--- src/rtl/fetch_prefetch_queue_pkg.sv ---
// Shared types and widths for the instruction fetch front end.
// ISIZE is the instruction address width. DSIZE is the instruction word width.
// fetch_state_e holds the fetch FSM encodings: RUN=0, HOLD=1, REDIR=2.
package fetch_prefetch_queue_pkg;

    localparam int ISIZE = 16;
    localparam int DSIZE = 16;

    typedef enum logic [1:0] {
        ST_RUN   = 2'd0,
        ST_HOLD  = 2'd1,
        ST_REDIR = 2'd2
    } fetch_state_e;

    // 16-bit add that sticks at all-ones instead of wrapping.
    function automatic logic [15:0] sat_add16(input logic [15:0] a, input logic [15:0] b);
        logic [16:0] sum;
        sum = {1'b0, a} + {1'b0, b};
        return sum[16] ? 16'hFFFF : sum[15:0];
    endfunction

endpackage

--- src/rtl/fetch_prefetch_queue_fifo.sv ---
// fetch_fifo: a DEPTH-entry FIFO of {pc, inst} pairs for the prefetch queue.
// It supports push, pop and clear, and reports its occupancy.
// A push and a pop in the same cycle leave the count unchanged.
// A pop of an empty FIFO does nothing. There is no bypass from push to head.
module fetch_fifo
    import fetch_prefetch_queue_pkg::*;
#(
    parameter int DEPTH = 4,
    parameter int PTR_W = 2
) (
    input  logic             clk,
    input  logic             rst,
    input  logic             i_push,
    input  logic [ISIZE-1:0] i_push_pc,
    input  logic [DSIZE-1:0] i_push_inst,
    input  logic             i_pop,
    input  logic             i_clear,
    output logic [ISIZE-1:0] o_head_pc,
    output logic [DSIZE-1:0] o_head_inst,
    output logic [PTR_W:0]   o_count,
    output logic             o_empty
);

    logic [ISIZE-1:0] r_pc_mem   [DEPTH];
    logic [DSIZE-1:0] r_inst_mem [DEPTH];
    logic [PTR_W-1:0] r_wr_ptr;
    logic [PTR_W-1:0] r_rd_ptr;
    logic [PTR_W:0]   r_count;
    logic             w_do_push;
    logic             w_do_pop;

    assign w_do_pop  = i_pop  && (r_count != '0);
    assign w_do_push = i_push && (r_count != (PTR_W+1)'(DEPTH));

    // Pointer and occupancy bookkeeping; clear empties the queue in one cycle.
    // NOTE: sequential state uses <= so every flop samples pre-edge values, independent of statement order.
    always_ff @(posedge clk or posedge rst) begin
        if (rst) begin
            r_wr_ptr <= '0;
            r_rd_ptr <= '0;
            r_count  <= '0;
        end else if (i_clear) begin
            r_wr_ptr <= '0;
            r_rd_ptr <= '0;
            r_count  <= '0;
        end else begin
            if (w_do_push) r_wr_ptr <= r_wr_ptr + PTR_W'(1);
            if (w_do_pop)  r_rd_ptr <= r_rd_ptr + PTR_W'(1);
            case ({w_do_push, w_do_pop})
                2'b10:   r_count <= r_count + (PTR_W+1)'(1);
                2'b01:   r_count <= r_count - (PTR_W+1)'(1);
                default: r_count <= r_count;
            endcase
        end
    end

    // Entry storage write port.
    // NOTE: storage is deliberately not reset; occupancy gates every read, so stale words are never visible.
    always_ff @(posedge clk) begin
        if (w_do_push && !i_clear) begin
            r_pc_mem[r_wr_ptr]   <= i_push_pc;
            r_inst_mem[r_wr_ptr] <= i_push_inst;
        end
    end

    assign o_head_pc   = r_pc_mem[r_rd_ptr];
    assign o_head_inst = r_inst_mem[r_rd_ptr];
    assign o_count     = r_count;
    assign o_empty     = (r_count == '0);

endmodule

--- src/rtl/fetch_prefetch_queue.sv ---
// fetch_prefetch_queue: the instruction fetch front end.
// It owns the fetch PC and issues reads to instruction memory, which has a
// 1-cycle read latency. Returned words are buffered in a prefetch FIFO that
// feeds decode through a valid/ready handshake. A redirect from EXE flushes
// all wrong-path words.
// Optional build macro: FETCH_STATS_EN adds the o_flush_cnt port, which
// counts the words discarded by redirects.
module fetch_prefetch_queue
    import fetch_prefetch_queue_pkg::*;
#(
    parameter int               DEPTH    = 4,
    parameter int               PTR_W    = 2,
    parameter logic [ISIZE-1:0] RESET_PC = 16'h0000
) (
    input  logic             clk,
    input  logic             rst,
    input  logic             i_redirect,
    input  logic [ISIZE-1:0] i_redirect_pc,
    output logic             o_imem_req,
    output logic [ISIZE-1:0] o_imem_addr,
    input  logic [DSIZE-1:0] i_imem_rdata,
    output logic             o_inst_valid,
    input  logic             i_inst_ready,
    output logic [DSIZE-1:0] o_inst,
    output logic [ISIZE-1:0] o_inst_pc
`ifdef FETCH_STATS_EN
    ,
    output logic [15:0]      o_flush_cnt
`endif
);

    fetch_state_e     r_state;
    fetch_state_e     w_next_state;
    logic [ISIZE-1:0] r_fetch_pc;
    logic [ISIZE-1:0] r_issue_pc;
    logic             r_inflight;
    logic [PTR_W:0]   w_count;
    logic             w_empty;
    logic [ISIZE-1:0] w_head_pc;
    logic [DSIZE-1:0] w_head_inst;
    logic [PTR_W+1:0] w_occupancy;
    logic             w_credit;
    logic             w_issue;
    logic             w_push;
    logic             w_pop;

    // Queued words plus the word still in flight from memory.
    // Issue only while this total is below DEPTH, so the FIFO can never overflow.
    assign w_occupancy = {1'b0, w_count} + {{(PTR_W+1){1'b0}}, r_inflight};
    assign w_credit    = w_occupancy < (PTR_W+2)'(DEPTH);

    // No request is made while reset is held or while a redirect is active.
    // A redirect makes the current fetch PC wrong-path.
    assign w_issue = !rst && (r_state == ST_RUN) && w_credit && !i_redirect;

    // A redirect drops the word arriving this cycle. So does the bubble after it.
    assign w_push = r_inflight && (r_state != ST_REDIR) && !i_redirect;

    // Decode squashes its own copy of the head in a redirect cycle, so no pop happens here.
    assign w_pop  = o_inst_valid && i_inst_ready && !i_redirect;

    fetch_fifo #(
        .DEPTH (DEPTH),
        .PTR_W (PTR_W)
    ) u_fifo (
        .clk         (clk),
        .rst         (rst),
        .i_push      (w_push),
        .i_push_pc   (r_issue_pc),
        .i_push_inst (i_imem_rdata),
        .i_pop       (w_pop),
        .i_clear     (i_redirect),
        .o_head_pc   (w_head_pc),
        .o_head_inst (w_head_inst),
        .o_count     (w_count),
        .o_empty     (w_empty)
    );

    // Next-state logic: stall when credit runs out, insert one bubble after a redirect.
    // NOTE: w_next_state gets a default before the case, so no path leaves it unassigned and no latch forms.
    always_comb begin
        w_next_state = r_state;
        case (r_state)
            ST_RUN:   if (!w_credit && !w_pop) w_next_state = ST_HOLD;
            ST_HOLD:  if (w_credit || w_pop)   w_next_state = ST_RUN;
            ST_REDIR: w_next_state = ST_RUN;
            default:  w_next_state = ST_RUN;
        endcase
        if (i_redirect) w_next_state = ST_REDIR;
    end

    // FSM state register.
    always_ff @(posedge clk or posedge rst) begin
        if (rst) r_state <= ST_RUN;
        else     r_state <= w_next_state;
    end

    // Fetch PC, the in-flight flag, and the PC of the request awaiting its data.
    always_ff @(posedge clk or posedge rst) begin
        if (rst) begin
            r_fetch_pc <= RESET_PC;
            r_issue_pc <= '0;
            r_inflight <= 1'b0;
        end else begin
            r_inflight <= w_issue;
            if (i_redirect) begin
                r_fetch_pc <= i_redirect_pc;
            end else if (w_issue) begin
                r_issue_pc <= r_fetch_pc;
                r_fetch_pc <= r_fetch_pc + ISIZE'(1);
            end
        end
    end

`ifdef FETCH_STATS_EN
    logic [15:0] r_flush_cnt;

    // Count every word a redirect throws away: the queued words plus the arriving word.
    always_ff @(posedge clk or posedge rst) begin
        if (rst)             r_flush_cnt <= '0;
        else if (i_redirect) r_flush_cnt <= sat_add16(r_flush_cnt, 16'(w_occupancy));
    end

    assign o_flush_cnt = r_flush_cnt;
`endif

    assign o_imem_req   = w_issue;
    assign o_imem_addr  = r_fetch_pc;
    assign o_inst_valid = !w_empty;
    assign o_inst       = o_inst_valid ? w_head_inst : '0;
    assign o_inst_pc    = o_inst_valid ? w_head_pc   : '0;

endmodule

--- config.mk ---
export PLATFORM = sky130hd
export DESIGN_NAME = fetch_prefetch_queue
export DESIGN_NICKNAME = d
export VERILOG_FILES = /design/src/rtl/fetch_prefetch_queue_pkg.sv /design/src/rtl/fetch_prefetch_queue_fifo.sv /design/src/rtl/fetch_prefetch_queue.sv
export SDC_FILE = /design/constraint.sdc
export NUM_CORES = 1
export LEC_CHECK = 0
export ABC_AREA = 1
export CAP_MARGIN = 20
export CORE_UTILIZATION = 55
export DETAILED_ROUTE_END_ITERATION = 16
export PLACE_DENSITY = 0.81
export SLEW_MARGIN = 20
export SYNTH_ARGS = -nofsm -noshare
export SYNTH_HDL_FRONTEND = slang
export SYNTH_HIERARCHICAL = 1
export SYNTH_SLANG_ARGS = --single-unit
--- constraint.sdc ---
create_clock -name clk -period 4.3 [get_ports clk]
set_input_delay 0.43 -clock clk [delete_from_list [all_inputs] [get_ports clk]]
set_output_delay 0.43 -clock clk [all_outputs]
set_load 0.01 [all_outputs]
==> results.md, run 1 <==
- DR iter-0 viols: 580
- Setup bufs post-CTS: 0
- Req. time, crit path: 3.87 ns
- Setup crit end kind: output pin
- Clock-pin slew on the worst setup and hold paths: 0.06 ns
- CTS H-tree depth: 4
- Count of port buffers added during placement: 85
- Post-Synthesis Cells: 679
- Routed wire length: 16,400 µm
- Post-Route Utilization: 69.9%
- Gpl congestion: 0.877
- Relative slew slack: 41.0%
- Worst-Skew Late Latency: 0.42 ns
- Die W: 118 µm
- Die area: 13,900 µm²
- CP Buf/Inv Count: 3
- CTS Hold Bufs: 0
- Syn_nets: 721
- Initial core utilization: 57.3%
- Final setup TNS: 0 ns
- Setup-failing EPs final: 0
- Crit Path Max Fanout: 65
- Chip Height: 118 µm
- # IOs: 86
- Core Rows: 41
- Fill count: 908
- CTS root buffer: clkbuf_16
- Final Hold Viols: 0
- Leak Pwr: 0.00350 µW
- Detailed Place HPWL: 9980 µm
- Final ANT Viol Nets: 0
- Post-CTS Resized: 0
- MaxCap Viol Count: 0
- GRT Resource Usage Total: 24.8%
- Largest net degree at the start of global routing: 66
- Initial antenna violation count: 0
- Congestion Overflow GR: 0
- Synth warn: 6
- WL/cell: 17.3 µm
- Hold Crit Class: in2async
- Global-route wire length before repair: 26,400 µm
- Cell Area, Placed: 8370 µm²
- Layout area overhead: 21.9%
- Layout cells sized above 1: 9.91%
- CTS Buf Count: 17
- Antenna diode count: 0
- Via count: 5,272
- Peak VDD IR: 0.266 mV
- CTS tree: built
- Cell Pwr Density: 417 nW/µm²
- Cell Count, Final, Fillers Out: 949
- Routed vias/inst: 5.56
- Mean post-synth cell area: 10.9 µm²
- RSZ-0062 raised after global routing: no
- Fin Clk Skew: 0.00616 ns
- Post-synth cell types: 37
- Final Power: 3750 µW
- Cell Area, Synth: 7380 µm²
- Period minus WS final: 3.17 ns
- Setup CP Type: reg2out
- Slowest stage delay, CP: 0.65 ns
- Total clock sinks: 170
- CP Cell Sequence: clkinv_2 -> o21ai_0 -> o22ai_1 -> inv_1 -> nor2_1 -> clkdlybuf4s50_1
- Core area: 12,900 µm²
- Status: complete, no violations
- 1st-pass router iterations: 5
- Final period util: 73.8%
- Slowest cell on the critical path: clkinv_2
- Fin nets: 806
- Yosys reg bits: 170
- Design area: 9000 µm²
- Worst slew pin tran: 0.885 ns
- Clock tree buffer depth: 2
- Drt drc: 0
- Final Max Slew Viols: 0
- Critical path arrival: 2.74 ns
- CP Launch Type: flop
- # placed instances: 917
- Max Clock Freq: 315 MHz
- Sequential area share after synthesis: 66.3%
- Number of global-route vias before repair: 5,243
- Delay-heaviest family, CP: buffers and inverters
[cell usage after synthesis (all sizes together)]
library cell	instances	area (µm²)
edfxtp	128	3840
nor2	124	513
nand2	104	435
o21ai	89	445
inv	71	267
dfrtp	42	1050
o22ai	32	200
nand3	24	135
buf	18	151
clkbuf	13	48.8
ha	5	62.6
nand4	5	31.3
o211ai	5	47.5
a21oi	4	23.8
xor2	4	35.0
clkinv	2	12.5
nor3	2	15.0
or2	2	12.5
xnor2	2	17.5
fa	1	20.0
nand3b	1	7.51
o21a	1	7.51
[state kept, by name, indices dropped and copies added, names as in the netlist]
| register | cells |
|---|---|
| r_state | 2 |
| u_fifo/r_pc_mem | 64 |
| u_fifo/o_count | 3 |
| u_fifo/r_inst_mem | 64 |
| u_fifo/r_wr_ptr | 2 |
| r_issue_pc | 16 |
| r_inflight | 1 |
| u_fifo/r_rd_ptr | 2 |
| o_imem_addr | 16 |
[per-layer routing]
| metal | global-route usage [%] | share of wire (%) |
|---|---|---|
| met5 | 0 | 0 |
| met4 | 11.4 | 1.9 |
| met2 | 41.1 | 51 |
| met3 | 4.94 | 5.0 |
| met1 | 31.6 | 43 |
[logic make-up after synthesis]
| group | count (synthesis) | share of synthesized area, % |
|---|---|---|
| DFF | 170 | 66.3 |
| adders and majority gates | 6 | 1.12 |
| AOI/OAI and AO/OA | 131 | 9.81 |
| buffers and inverters | 104 | 6.49 |
| and+or+nand+nor | 262 | 15.6 |
| xor gates and xnor gates | 6 | 0.712 |
[cells in the final DEF, fill, tap and decap left out, types with 5 or more instances in the layout]
master | synthesis | final
nor2_4 | 5 | 9
edfxtp_1 | 128 | 128
o21ai_1 | 29 | 29
nand2_2 | 6 | 6
ha_1 | 5 | 5
nand3_1 | 21 | 21
nand2_1 | 94 | 94
clkbuf_1 | 13 | 5
inv_1 | 67 | 67
nand4_1 | 5 | 5
nor2_1 | 115 | 111
o22ai_1 | 32 | 32
o21ai_0 | 60 | 60
clkdlybuf4s50_1 | 0 | 85
clkbuf_16 | 0 | 17
dfrtp_1 | 42 | 41
buf_4 | 1 | 12
[worst register-to-register path, delay by kind of cell, from the launching register on]
family          cells  cell delay (ns)
compound gates      1             0.08
buf+inv             3             0.48
flops               1             0.39
simple gates        4             1.10
[final cells by class]
| cell class | instances | area (µm²) | share of cell area, % |
|---|---|---|---|
| clock buffers | 25 | 485 | 5.40 |
| inverters | 73 | 280 | 3.12 |
| well taps | 172 | 215 | 2.39 |
| multi-input cells | 405 | 2040 | 22.7 |
| repair buffers | 97 | 941 | 10.5 |
| flip-flops and latches | 170 | 4900 | 54.4 |
| clock inverters | 7 | 140 | 1.56 |
[where the power goes]
group	total (µW)	internal (µW)	switching, µW
clock network	1610	1020	589
logic	231	109	122
registers	1910	1840	72.3
[path summary, 6_finish.rpt]
kind / depth (start not counted) / end / slack [ns] / from
max: 6 / o_inst_pc[15] / 1.13 / u_fifo/r_rd_ptr[0]
max in group asynchronous: 3 / r_issue_pc[12] / 3.46 / rst
min in group clk: 0 / u_fifo/r_pc_mem[0][12] / 0.52 / r_issue_pc[12]
max reg2reg: 8 / u_fifo/r_inst_mem[0][3] / 1.95 / r_state[1]
min: 2 / u_fifo/r_rd_ptr[1] / 0.30 / rst
min reg2reg: 0 / u_fifo/r_pc_mem[0][12] / 0.52 / r_issue_pc[12]
[per-stage QoR]
stage	worst slack, ns	hold slack (ns)
2_1_floorplan	1.32	0.233
3_3_place_gp	1.36	0.493
3_5_place_dp	1.31	0.510
4_1_cts	1.09	0.290
5_1_grt	0.946	0.317
6_report	1.13	0.295
(Power assumes the default switching activity.)
==> run 2, diff against run 1 <==
- CORE_UTILIZATION: 55 -> 50
- PLACE_DENSITY: 0.81 -> 0.77
- clock period: 4.3 -> 2.6 ns (I/O delays scaled with it)
==> results.md, run 2 (synthesis gave the netlist of run 1 again) <==
- Layout area overhead: 23.1%
- Req. time, crit path: 2.34 ns (-1.53 ns)
- Layout cells sized above 1: 11.1% (+1.2 points)
- Switch Pwr: 1330 µW (+70%)
- Total clock sinks: 170 (unchanged)
- Biggest regs: u_fifo/r_inst_mem (64), u_fifo/r_pc_mem (64)
- WL/cell: 16.1 µm (-7.2%)
- Setup crit start: u_fifo/o_count[1]
- Clock network power share: 40.7% (-2.1 points)
- Core area: 14,500 µm² (+12%)
- Reg2Reg Setup Slack: 0.28 ns (-1.67 ns)
- Setup CP Type: reg2out
- Slowest stage delay, CP: 0.51 ns (-0.14 ns)
- Cell Pwr Density: 658 nW/µm² (+58%)
- Final Max Slew Viols: 0 (unchanged)
- Fill count: 1,115 (+23%)
- Hold Worst Slack: 0.122 ns (-0.173 ns)
- CTS H-tree depth: 4 (unchanged)
- Global-route wire length before repair: 25,300 µm (-4.1%)
- Detailed Place HPWL: 10,000 µm (+0.58%)
- 1st-pass router iterations: 6 (+1)
- Hold Crit Class: in2async
- GRT Resource Usage Total: 22.2% (-2.6 points)
- Die area: 15,300 µm² (+9.8%)
- Final ANT Viol Nets: 0 (unchanged)
- CTS root buffer: clkbuf_16
- Antenna diode count: 0 (unchanged)
- Initial antenna violation count: 0 (unchanged)
- RR Startpoint: u_fifo/o_count[1]
- FF-to-FF End: u_fifo/o_count[2]
- MaxCap Viol Count: 0 (unchanged)
- CTS tree: built
- Register share of total power: 52.9% (+1.9 points)
- Design area: 9090 µm² (+1.0%)
- Relative slew slack: 68.6% (+28 points)
- R2r worst-path depth: 17 (+9)
- Most Crowded Layer GR: met2
- Number of global-route vias before repair: 5,209 (-0.65%)
- # IOs: 86 (unchanged)
- Clock tree buffer depth: 2 (unchanged)
- Core Rows: 44 (+7.3%)
- Period minus WS final: 2.49 ns
- Via count: 5,149 (-2.3%)
- Fin Clk Skew: 0.0102 ns (+0.00401 ns)
- Gpl congestion: 0.868 (-1.1%)
- Met1 global-route usage: 29.5% (-2.1 points)
- Leak Pwr: 0.00353 µW (+0.79%)
- Fin nets: 813 (+0.87%)
- CTS Buf Count: 17 (unchanged)
- Chip Height: 124 µm (+4.8%)
- Most used cells in the layout excluding fill and tap cells: edfxtp_1 (128), nor2_1 (111), nand2_1 (94)
- Slowest cell on the critical path: clkdlybuf4s50_1
- DR iter-0 viols: 483 (-17%)
- Final Hold Viols: 0 (unchanged)
- Drt drc: 0 (unchanged)
- Max Clock Freq: 401 MHz
- Die W: 124 µm (+4.8%)
- Setup crit end kind: output pin
- Clock-pin slew on the worst setup and hold paths: 0.06 ns (about the same)
- Crit Path Max Fanout: 32 (-51%)
- Critical path arrival: 2.23 ns (-0.51 ns)
- Setup-failing EPs final: 0 (unchanged)
- CP Launch Type: flop
- Worst-Skew Late Latency: 0.42 ns (about the same)
- Initial core utilization: 51.0% (-6.3 points)
- Final period util: 95.9%
- Congestion Overflow GR: 0 (unchanged)
- Cell Area, Placed: 8490 µm² (+1.4%)
- Status: complete, no violations
- Count of port buffers added during placement: 85 (unchanged)
- CP Cell Sequence: nor2_2 -> nand2_1 -> inv_1 -> buf_4 -> nor2_1 -> clkdlybuf4s50_1
- Power Internal: 4650 µW (+56%)
- Worst slew pin tran: 0.470 ns (-0.414 ns)
- CTS Hold Bufs: 0 (unchanged)
- Sw Share: 22.3% (+1.4 points)
- Largest net degree at the start of global routing: 41 (-38%)
- Commonest non-fill, non-tap cell in the layout: edfxtp_1
- Post-Route Utilization: 62.8% (-7.1 points)
- Peak VDD IR: 0.556 mV (+110%)
- Combinational Power Share: 6.4% (+0.2 points)
- Crit path to: o_inst_pc[6]
- Met3 global-route usage: 4.11% (-0.84 points)
- Routed wire length: 15,500 µm (-5.3%)
- M2 GR Usage: 36.9% (-4.3 points)
- Routed vias/inst: 5.32 (-4.3%)
[run 2: stage by stage]
stage	TNS, ns	instances	power (µW)	setup WS, ns
after CTS	0	968	6010	0.0418
after floorplan	-27.17	679	3380	-0.212
after global placement	0	936	3580	0.472
after global routing	-0.00419	968	6190	-0.00225
final	0	968	5980	0.107
after detailed placement	0	936	3600	0.308
[run 2: worst min path at each step]
stage,start,to,slack [ns],cells after the start
after floorplan,rst,u_fifo/o_count[0],0.06,1
after global placement,r_issue_pc[1],u_fifo/r_pc_mem[3][1],0.50,0
after detailed placement,r_issue_pc[1],u_fifo/r_pc_mem[0][1],0.52,0
after CTS,rst,u_fifo/o_count[0],0.12,2
after global routing,rst,u_fifo/o_count[0],0.16,2
final,rst,u_fifo/o_count[0],0.12,2
[run 2: worst max-delay path, delay by kind of cell (launching register included)]
family | cells | cell delay, ns
buffers and inverters | 3 | 0.94
AND/OR/NAND/NOR | 3 | 0.45
flip-flops | 1 | 0.43
[run 2: power by group through the flow]
stage,Combinational (µW),Clock (µW),Sequential (µW)
after floorplan,188,0,3190
after global placement,373,0,3210
after detailed placement,382,0,3210
after CTS,385,2460,3160
after global routing,426,2580,3180
final,381,2440,3160
[run 2: metal layers]
metal / part of all wire, % / wire length [µm]
met4: 1.4 / 221
met1: 45 / 6980
met2: 49 / 7550
met3: 5.0 / 783
met5: 0 / 0
[run 2: final cells by class]
class	count	area [µm²]	share of cell area (%)
Tap cell	184	230	2.53
Timing Repair Buffer	104	1070	11.7
Clock buffer	18	429	4.72
Sequential cell	170	4900	53.9
Inverter	73	279	3.07
Multi-Input combinational cell	405	2040	22.4
Clock inverter	14	149	1.64
[run 2: repair_timing]
| action | in CTS | in global routing |
|---|---|---|
| buffers inserted | 0 | 0 |
| resized for setup | 0 | 6 |
| endpoints found under the hold margin | 0 | 0 |
| endpoints found under the setup margin | 0 | 21 |
